`src/rtl/icache_pkg.sv`:
```
// Shared types and widths for the instruction cache and its datapath helpers.
package icache_pkg;

  localparam int BLOCK_W         = 128;
  localparam int WORD_W          = 32;
  localparam int OFFSET_W        = 4;
  localparam int MEM_ADDR_W      = 28;
  localparam int WORDS_PER_BLOCK = BLOCK_W / WORD_W;

  typedef enum logic [1:0] {
    IDLE     = 2'd0,
    MEM_READ = 2'd1,
    UPDATE   = 2'd2
  } state_t;

endpackage

```
`src/rtl/icache_word_sel.sv`:
```
// Selects one 32-bit word out of a 128-bit cache block (word 0 in the low bits).
module icache_word_sel
  import icache_pkg::*;
(
  input  logic [BLOCK_W-1:0] block,
  input  logic [1:0]         sel,
  output logic [WORD_W-1:0]  word
);

  logic [WORD_W-1:0] words [WORDS_PER_BLOCK];

  for (genvar gi = 0; gi < WORDS_PER_BLOCK; gi++) begin : g_split
    assign words[gi] = block[gi*WORD_W +: WORD_W];
  end

  assign word = words[sel];

endmodule

```
`src/rtl/icache_direct_mapped.sv`:
```
// Direct-mapped read-only instruction cache with single-block refill on miss.
// Optional hit/miss counters are enabled by defining ICACHE_PERF_CNT_EN.
module icache_direct_mapped
  import icache_pkg::*;
#(
  parameter int NUM_LINES = 8,
  parameter int INDEX_W   = $clog2(NUM_LINES),
  parameter int TAG_W     = MEM_ADDR_W - INDEX_W
) (
  input  logic                  clock,
  input  logic                  reset,
  input  logic                  read,
  input  logic [31:0]           address,
  output logic [WORD_W-1:0]     instruction,
  output logic                  busywait,
  output logic                  mem_read,
  output logic [MEM_ADDR_W-1:0] mem_address,
  input  logic [BLOCK_W-1:0]    mem_readdata,
  input  logic                  mem_busywait
`ifdef ICACHE_PERF_CNT_EN
  ,
  output logic [31:0]           hit_count,
  output logic [31:0]           miss_count
`endif
);

  state_t                state_reg;
  state_t                state_next;
  logic                  mem_read_reg;
  logic [NUM_LINES-1:0]  valid_reg;
  logic [TAG_W-1:0]      tag_mem  [NUM_LINES];
  logic [BLOCK_W-1:0]    data_mem [NUM_LINES];

  logic [INDEX_W-1:0]    idx;
  logic [TAG_W-1:0]      addr_tag;
  logic                  hit;
  logic [WORD_W-1:0]     sel_word;
  logic                  unused_addr_bits;

  assign idx              = address[OFFSET_W +: INDEX_W];
  assign addr_tag         = address[31:OFFSET_W+INDEX_W];
  assign unused_addr_bits = ^address[1:0];
  assign hit              = valid_reg[idx] && (tag_mem[idx] == addr_tag);

  always_comb begin
    state_next = state_reg;
    case (state_reg)
      IDLE:     if (read && !hit) state_next = MEM_READ;
      MEM_READ: if (!mem_busywait) state_next = UPDATE;
      UPDATE:   state_next = IDLE;
      default:  state_next = IDLE;
    endcase
  end

  // mem_read is a flop mirroring "in MEM_READ" so the memory sees a clean strobe.
  always_ff @(posedge clock or negedge reset) begin
    if (!reset) begin
      state_reg    <= IDLE;
      mem_read_reg <= 1'b0;
      valid_reg    <= '0;
    end else begin
      state_reg    <= state_next;
      mem_read_reg <= (state_next == MEM_READ);
      if (state_reg == UPDATE) valid_reg[idx] <= 1'b1;
    end
  end

  // Tag and data arrays carry no reset; validity alone decides a hit.
  always_ff @(posedge clock) begin
    if (state_reg == UPDATE) begin
      data_mem[idx] <= mem_readdata;
      tag_mem[idx]  <= addr_tag;
    end
  end

  icache_word_sel u_word_sel (
    .block (data_mem[idx]),
    .sel   (address[3:2]),
    .word  (sel_word)
  );

  assign instruction = reset ? sel_word : '0;
  assign busywait    = reset && read && !((state_reg == IDLE) && hit);
  assign mem_read    = mem_read_reg;
  assign mem_address = mem_read_reg ? address[31:OFFSET_W] : '0;

`ifdef ICACHE_PERF_CNT_EN
  logic [31:0] hit_count_reg;
  logic [31:0] miss_count_reg;

  always_ff @(posedge clock or negedge reset) begin
    if (!reset) begin
      hit_count_reg  <= '0;
      miss_count_reg <= '0;
    end else if ((state_reg == IDLE) && read) begin
      if (hit && (hit_count_reg != '1))
        hit_count_reg <= hit_count_reg + 32'd1;
      if (!hit && (miss_count_reg != '1))
        miss_count_reg <= miss_count_reg + 32'd1;
    end
  end

  assign hit_count  = hit_count_reg;
  assign miss_count = miss_count_reg;
`endif

endmodule

```
`config.mk`:
```
export PLATFORM = sky130hd
export DESIGN_NAME = icache_direct_mapped
export DESIGN_NICKNAME = d
export VERILOG_FILES = /design/src/rtl/icache_pkg.sv /design/src/rtl/icache_word_sel.sv /design/src/rtl/icache_direct_mapped.sv
export SDC_FILE = /design/constraint.sdc
export NUM_CORES = 1
export LEC_CHECK = 0
export ABC_AREA = 1
export CAP_MARGIN = 5
export CELL_PAD_IN_SITES_DETAIL_PLACEMENT = 1
export CELL_PAD_IN_SITES_GLOBAL_PLACEMENT = 1
export CORE_UTILIZATION = 50
export CTS_CLUSTER_DIAMETER = 60
export DETAILED_ROUTE_END_ITERATION = 8
export GPL_TIMING_DRIVEN = 1
export PLACE_DENSITY = 0.88
export SLEW_MARGIN = 5
export SYNTH_ARGS = -nofsm -noshare
export SYNTH_HDL_FRONTEND = slang
export SYNTH_HIERARCHICAL = 1
export SYNTH_SLANG_ARGS = --single-unit
export TNS_END_PERCENT = 10
```
`constraint.sdc`:
```
create_clock -name clock -period 13.4 [get_ports clock]
set_input_delay 1.34 -clock clock [delete_from_list [all_inputs] [get_ports clock]]
set_output_delay 1.34 -clock clock [all_outputs]
set_load 0.005 [all_outputs]
```
# Word level (Yosys, flattened, before mapping)
# Memories as Yosys holds them, arrays and structs flattened.
# Cells that the tools add are included.
# totals
ff_bits,11
ramBits,1224
output_inout_bits,62
elab_cells,37
n_memories,2
# op_classes
order_cmp,3
n_eq_ne,4
n_mux,14
bitwise,2
reduce_logical,9
# mem_list
name,words,word_bits,read_ports,rd_clocked_by_memory_dff,wr,line_no,text
data_mem,8,128,1,0,1,icache_direct_mapped.sv:32,logic [BLOCK_W-1:0] data_mem [NUM_LINES];
tag_mem,8,25,1,0,1,icache_direct_mapped.sv:31,logic [TAG_W-1:0] tag_mem [NUM_LINES];
# ops
operator,n
$mux 32,3
$bmux 32 s2,1
$mux 28,1
$eq 25x25->1,1
$or 8x8->8,1
$logic_and 1x1->1,6
$eq 2x1->1 const B,2
$lt 3x4->1 const B,1
$mux 1,4
$mux 2,2
$pmux 2 s2,1
$bmux 1 s3,1
$demux 1 s3,1
$ge 3x1->1 const B,1
$ge 3x3->1 const B,1
$not 2->3,1
$eq 2x2->1 const B,1
$logic_not 1->1,2
$logic_not 2->1,1

# Longest topological paths before layout
# Gate-level depths: netlist (run 1).
# depth
depth_word,8
ltp_mapped,17

# Hierarchy
# The synthesis (run 1) kept the hierarchy.
# by_module_without_submodules
mod,n_inst,cells_each,area_each_um2,seq_area_each_um2
icache_direct_mapped,1,3046,46200.6,37030.5
icache_word_sel,1,374,1562.7,0.0

# Worst setup path after synthesis (run 1)
# Ideal clock, no wire load.
# synth_timing
path_type,input -> register
start,in address[6]
end,reg valid_reg[3]
arrival_ns,13.128
required_time_ns,13.268
slack_ns,0.141
path_stages,6
n_path_buf,2
path_cell_list,buf_4 > nor2_4 > buf_6 > inv_1 > nor3_1 > or2_2
# synth_via
elab_chain_cells,5
# synth_lines
element,line_no,text
"start, declared",icache_direct_mapped.sv:13,"input logic [31:0] address,"
$lt 3x4->1 (implied by the code) / $ge 3x1->1 (equally long branches),icache_direct_mapped.sv:64,if (state_reg == UPDATE) valid_reg[idx] <= 1'b1;
$logic_and 1x1->1 (implied by the code),icache_direct_mapped.sv:64,
$mux 1 (implied by the code),icache_direct_mapped.sv:64,
$demux 1 s3 (*),icache_direct_mapped.sv:64,
$or 8x8->8 (no source line) (*),-,
"end signal, assigned",icache_direct_mapped.sv:60,valid_reg <= '0;
"end signal, assigned by index",icache_direct_mapped.sv:64,
"end, declared",icache_direct_mapped.sv:30,logic [NUM_LINES-1:0] valid_reg;
# Every way passes the cells marked *; elsewhere a longest branch is shown, timed or not.
# A chain may end at the register's enable or synchronous reset.

# Worst setup path after layout (run 1)
# layout_timing
start,in address[5]
end,out instruction[14]
# layout_via
elab_chain_cells,5
# layout_lines
element,line_no,text
$mem_v2 8x128,-,
$bmux 32 s2,icache_word_sel.sv:16,assign word = words[sel];
$mux 32 (implied by the code) (2 in series),icache_word_sel.sv:16,
named net sel_word[14],icache_direct_mapped.sv:37,logic [WORD_W-1:0] sel_word;
$mux 32,icache_direct_mapped.sv:82,assign instruction = reset ? sel_word : '0;
"end, declared",icache_direct_mapped.sv:14,"output logic [WORD_W-1:0] instruction,"
# The timed path passes the listed nets, and every way through them passes these cells. The select of a mux whose other input is x is not followed.

==> reports/metrics.csv, run 1 <==
metric,value,unit
ys_warn_count,6,
grt-ovfl-total,0,
yosys.area.top_type,edfxtp_1,
die-height,311,um
drtIter0Drc,4180,
grt_max_degree,137,
io_buffers,223,
critPathMaxFanout,64,
cts.clk_slew.worst_paths,0.06,ns
max_freq,109,MHz
total_leakage_power,0.0195,uW
synth_area,47800,sq um
register_area,37000,sq um
period_share,68.2,%
cts_tree,built,
synth_seq_cells,1235,
p_per_area,149,nW/um^2
wl_per_cell,29.6,um
synthFlopType,edfxtp_1,
drive_above_1_share,6.82,%
fin_crit,9.13,ns
cp-start-kind,input port,
core_area,94000,sq um
cts_sinks,1235,
drc,0,
avgViaCountPerCell,6.20,
r2r_cells,5,
start_util,50.8,%
die-area,96800,sq um
setup.worst_path.start,address[5],
ctsLongestPathBuffers,3,
hp-class,flip-flop to flip-flop,
cts_resized,0,
clk_latency,0.71,ns
min_from,valid_reg[6]$_DFFE_PN0P_,
finClkSkew,0.0454,ns
hold_violations,0,
nNetsFinal,3799,
grt_antenna_before_repair,35,
numCtsBuffers,120,
area_growth,14.9,%
post-route-util,58.4,%
fillers,8807,
track_usage,30.2,%
synth.area.top_cells,"edfxtp_1 (77%), nand2_1 (6.7%), inv_1 (2.8%), a22oi_1 (2.3%), a221oi_1 (2.0%)",
synth_edf_count,1224,
cp.arrival,7.79,ns
place_congestion,0.765,
synth_top_area_share,77.0,%
hold_depth,2,
ctsRootBufferMaster,clkbuf_16,
timing.rr.start,state_reg[0]$_DFF_PN0_,
worstSetupPathType,input port to output port,
endpoint_kind,output port,
postSynth.asyncResetShare,0.891,%
ir_drop,0.000137,V
fp.dieW,311,um
ant_nets,0,
drt-pass1-iter-count,5,
ys_seq_area_share,77.5,%
synth_cells,3420,
grt_pass1_wl,216000,um
io_pins,226,
worst_ep_required_time,12.06,ns
setup-violations-final,0,
grt_pass1_vias,33600,
rsz0062_at_grt,false,
maxCapViolCount,0,
setup_tns,0,ns
totalWireLength,149000,um
avgSynthCellArea,14.0,sq um
slew_headroom,21.1,%
largest_register_ffs,1024,
cts_hold_buffers,0,
rows,112,
post_cts_buffers,0,
worst_pin_slew,1.18,ns
synth_nets,3584,
h-tree-depth,3,
drv_slew,0,
hpwl,79600,um
ys_types,33,
num_vias,31100,
run_status,"complete, no violations",
multi_input_area,8590,sq um
stage by stage:
| step | total power (uW) | worst slack, ns | instance area, sq um | hold WS (ns) | instances |
|---|---|---|---|---|---|
| finish | 8160 | 4.27 | 54900 | 0.482 | 5019 |
| global route | 8320 | 4.22 | 54900 | 0.511 | 5014 |
| CTS | 8160 | 4.39 | 54800 | 0.483 | 4992 |
| detailed placement | 4980 | 4.52 | 51100 | 0.470 | 4767 |
| global placement | 4930 | 4.82 | 51100 | 0.440 | 4767 |
| floorplan | 4700 | 0.141 | 47800 | 0.424 | 3420 |
cell usage after synthesis (3+ instances only):
cell type / number
edfxtp_1: 1224
inv_1: 353
buf_1: 7
buf_2: 105
nor3_1: 8
o21bai_1: 7
o21ai_1: 8
clkbuf_1: 37
a21oi_1: 20
nand4_1: 124
inv_2: 7
or2_1: 3
a22o_1: 90
a221oi_1: 110
o21ai_0: 36
or2_2: 15
buf_4: 10
a22oi_1: 146
nand3_1: 128
nand2_1: 851
nor2_1: 83
dfrtp_1: 11
o211ai_1: 12
nor2_2: 3
buf_6: 11
cell type report:
class	count	area share, %
sequential	1235	67.5
inverter	361	2.48
clock inverter	63	0.809
antenna	27	0.123
tap	1254	2.86
timing repair buffer	263	4.70
multi-input combinational	1654	15.6
clock buffer	162	5.93
worst max-delay path, stage by stage:
cell and delay [ns]:
clkdlybuf4s50_1 1.02, inv_2 0.30, nor2_4 0.69, nand2_1 0.67, inv_4 0.88, buf_4 0.87, a22oi_1 0.26, nand4_1 0.19
inv_1 0.11, nand2_1 0.13, nand3_1 0.14, nand2_1 0.16, nand2_1 0.07, inv_1 0.24, clkdlybuf4s50_1 0.56
cell families (layout without fill, tap and decap cells):
family          after synthesis  after routing  share of synthesized area [%]
buf+inv                     531            849                           4.70
flops                      1235           1235                           77.5
xor+xnor                      1              1                         0.0183
other cells                   0             27                              0
compound gates              430            430                           6.95
simple gates               1223           1223                           10.8
report_power, final:
group,internal (uW),switching [uW]
Sequential,4320,32.5
Combinational,185,381
Clock,1750,1490
Total,6250,1900
path summary, 6_finish.rpt:
check                                                  to  slack (ns)
worst max-delay path                      instruction[14]        4.27
worst min-delay path             valid_reg[6]$_DFFE_PN0P_        0.48
worst max register to register  data_mem[4][29]$_DFFE_PP_        9.38
worst min register to register   valid_reg[6]$_DFFE_PN0P_        0.48
max in group asynchronous        valid_reg[5]$_DFFE_PN0P_       12.04
min in group asynchronous              mem_read$_DFF_PN0_        0.78
layer usage:
layer | GRT usage [%] | vias to the layer above | wire (um)
li1 | - | 12900 | -
met1 | 36.0 | 15700 | 52200
met2 | 52.0 | 2051 | 74800
met3 | 6.14 | 420 | 14700
met4 | 15.6 | 22 | 6720
met5 | 0 | - | 160
cell usage in the layout (no fill, tap or decap), types with 3 or more instances in the layout:
master and count:
or2_1 3, nor3_2 3, nand2_1 851, a221oi_1 110
clkinvlp_4 4, a21oi_1 20, clkbuf_8 5, buf_12 5
nand3_1 128, nor2_4 14, or2_2 15, inv_2 5
o211ai_1 12, clkinv_1 21, nand4_1 124, clkinv_2 29
clkbuf_16 122, o21ai_1 8, dfrtp_1 11, edfxtp_1 1224
inv_1 353, inv_6 3, clkbuf_1 35, clkdlybuf4s50_1 219
buf_4 37, diode_2 27, a22o_1 90, nor3_1 5
nor2_1 73, o21ai_0 36, a22oi_1 146, o21bai_1 7
Power figures use the tool's default switching activity.
==> run 2, diff against run 1 <==
--- a/config.mk
+++ b/config.mk
@@ -9,11 +9,11 @@
 export CAP_MARGIN = 5
 export CELL_PAD_IN_SITES_DETAIL_PLACEMENT = 1
 export CELL_PAD_IN_SITES_GLOBAL_PLACEMENT = 1
-export CORE_UTILIZATION = 50
+export CORE_UTILIZATION = 45
 export CTS_CLUSTER_DIAMETER = 60
 export DETAILED_ROUTE_END_ITERATION = 8
 export GPL_TIMING_DRIVEN = 1
-export PLACE_DENSITY = 0.88
+export PLACE_DENSITY = 0.84
 export SLEW_MARGIN = 5
 export SYNTH_ARGS = -nofsm -noshare
 export SYNTH_HDL_FRONTEND = slang
==> constraint.sdc (replaced) <==
create_clock -name clock -period 8.3 [get_ports clock]
set_input_delay 0.83 -clock clock [delete_from_list [all_inputs] [get_ports clock]]
set_output_delay 0.83 -clock clock [all_outputs]
set_load 0.005 [all_outputs]
==> run 2 against run 1 <==
Compared with the run above:
- routed wire length shrank 3.5%
- sequential power grew 61%
- via count shrank 1.1%
- clock power grew 72%
- total power grew 66%
- register-to-register slack lost 4.4 ns
- design area grew 1.4%
- clock-buffer cell count grew 6
- first-iteration DRC count shrank 20%
- worst setup slack lost 2.7 ns
- largest power group unchanged
==> reports/metrics.csv, run 2 (synthesis results as in run 1) <==
metric,value,unit
run_status,"complete, no violations",
core_area,105000,sq um
worst_pin_slew,1.23,ns
ant_nets,0,
setup.worst_path.start,address[6],
cts_sinks,1235,
cts_hold_buffers,0,
rows,119,
register_area,37000,sq um
worstSetupPathType,input port to output port,
die-height,328,um
grt_pass1_wl,210000,um
post-route-util,52.9,%
total_leakage_power,0.0198,uW
finClkSkew,0.0221,ns
num_vias,30800,
drt-pass1-iter-count,8,
slew_headroom,18.1,%
setup-violations-final,0,
track_usage,26.6,%
clk_latency,0.76,ns
ctsLongestPathBuffers,3,
cts_tree,built,
maxCapViolCount,0,
ctsRootBufferMaster,clkbuf_16,
ir_drop,0.000234,V
setup_tns,0,ns
largest_register_ffs,1024,
grt_pass1_vias,33000,
r2r-end,data_mem[7][59]$_DFFE_PP_,
numCtsBuffers,132,
area_growth,16.5,%
cp-endpoint,instruction[14],
max_freq,148,MHz
place_congestion,0.758,
drv_slew,0,
cp-start-kind,input port,
p_per_area,243,nW/um^2
grt_max_degree,138,
r2r_cells,5,
fin_crit,6.74,ns
timing.rr.start,state_reg[0]$_DFF_PN0_,
endpoint_kind,output port,
worst_ep_required_time,7.47,ns
die-area,107000,sq um
critPathMaxFanout,44,
cp.arrival,5.91,ns
rsz0062_at_grt,false,
nNetsFinal,3819,
io_buffers,223,
cts.clk_slew.worst_paths,0.06,ns
hold_ws,0.250,ns
layout_commonest_cell,edfxtp_1,
final_cell_mix,"edfxtp_1 (1224), nand2_1 (851), inv_1 (353)",
wl_per_cell,27.8,um
reg2reg_slack,4.97,ns
hold_violations,0,
start_util,45.4,%
avgViaCountPerCell,5.97,
grt-ovfl-total,0,
fillers,10100,
fp.dieW,328,um
drive_above_1_share,7.13,%
hpwl,76100,um
h-tree-depth,4,
totalWireLength,143000,um
cts_resized,0,
grt_antenna_before_repair,29,
drc,0,
io_pins,226,
post_cts_buffers,0,
hp-class,input port to async pin,
period_share,81.2,%
drtIter0Drc,3348,
multi_input_area,8600,sq um
[run 2: worst min-delay path by stage]
stage	startpoint	end
floorplan	valid_reg[0]$_DFFE_PN0P_	valid_reg[0]$_DFFE_PN0P_
global placement	valid_reg[2]$_DFFE_PN0P_	valid_reg[2]$_DFFE_PN0P_
detailed placement	valid_reg[7]$_DFFE_PN0P_	valid_reg[7]$_DFFE_PN0P_
CTS	reset	state_reg[1]$_DFF_PN0_
global route	reset	state_reg[1]$_DFF_PN0_
finish	reset	mem_read$_DFF_PN0_
[run 2: area by class of cell]
cell class,instances,share of cell area (%)
Inverter,361,2.44
Sequential cell,1235,66.5
Clock buffer,168,6.29
Clock inverter,58,0.942
Multi-Input combinational cell,1654,15.5
Timing Repair Buffer,271,5.13
Tap cell,1391,3.13
Antenna cell,17,0.0764
[run 2: metrics by stage]
step	cell area (sq um)	setup slack [ns]	total power (uW)	instances
after floorplan	47800	-0.610	7580	3420
after global placement	51600	1.93	7980	4912
after detailed placement	51600	1.88	8040	4912
after CTS	55600	1.66	13600	5138
after global routing	55600	1.43	13800	5150
final	55700	1.56	13500	5155
[run 2: layer usage]
layer  GRT usage (%)  share of wire, %
met5               0              0.11
met4            11.6               3.4
met3            5.33               9.2
met2            45.6                50
met1            32.8                37
[run 2: report_power, final]
part | internal [uW] | switching [uW] | leakage, uW | total (uW)
clock | 3110 | 2470 | 0.00197 | 5580
sequential | 6980 | 34.6 | 0.0111 | 7010
combinational | 308 | 621 | 0.00668 | 929
[run 2: worst max-delay path: stages]
cell             delay (ns)
clkdlybuf4s50_1        0.88
inv_2                  0.23
nor2_4                 0.67
nand2_1                0.47
inv_4                  0.50
buf_12                 0.37
a22o_1                 0.25
a221oi_1               0.08
nand4_1                0.18
inv_1                  0.06
nand2_1                0.07
nand3_1                0.10
nand2_1                0.15
nand2_1                0.13
inv_1                  0.33
clkdlybuf4s50_1        0.58
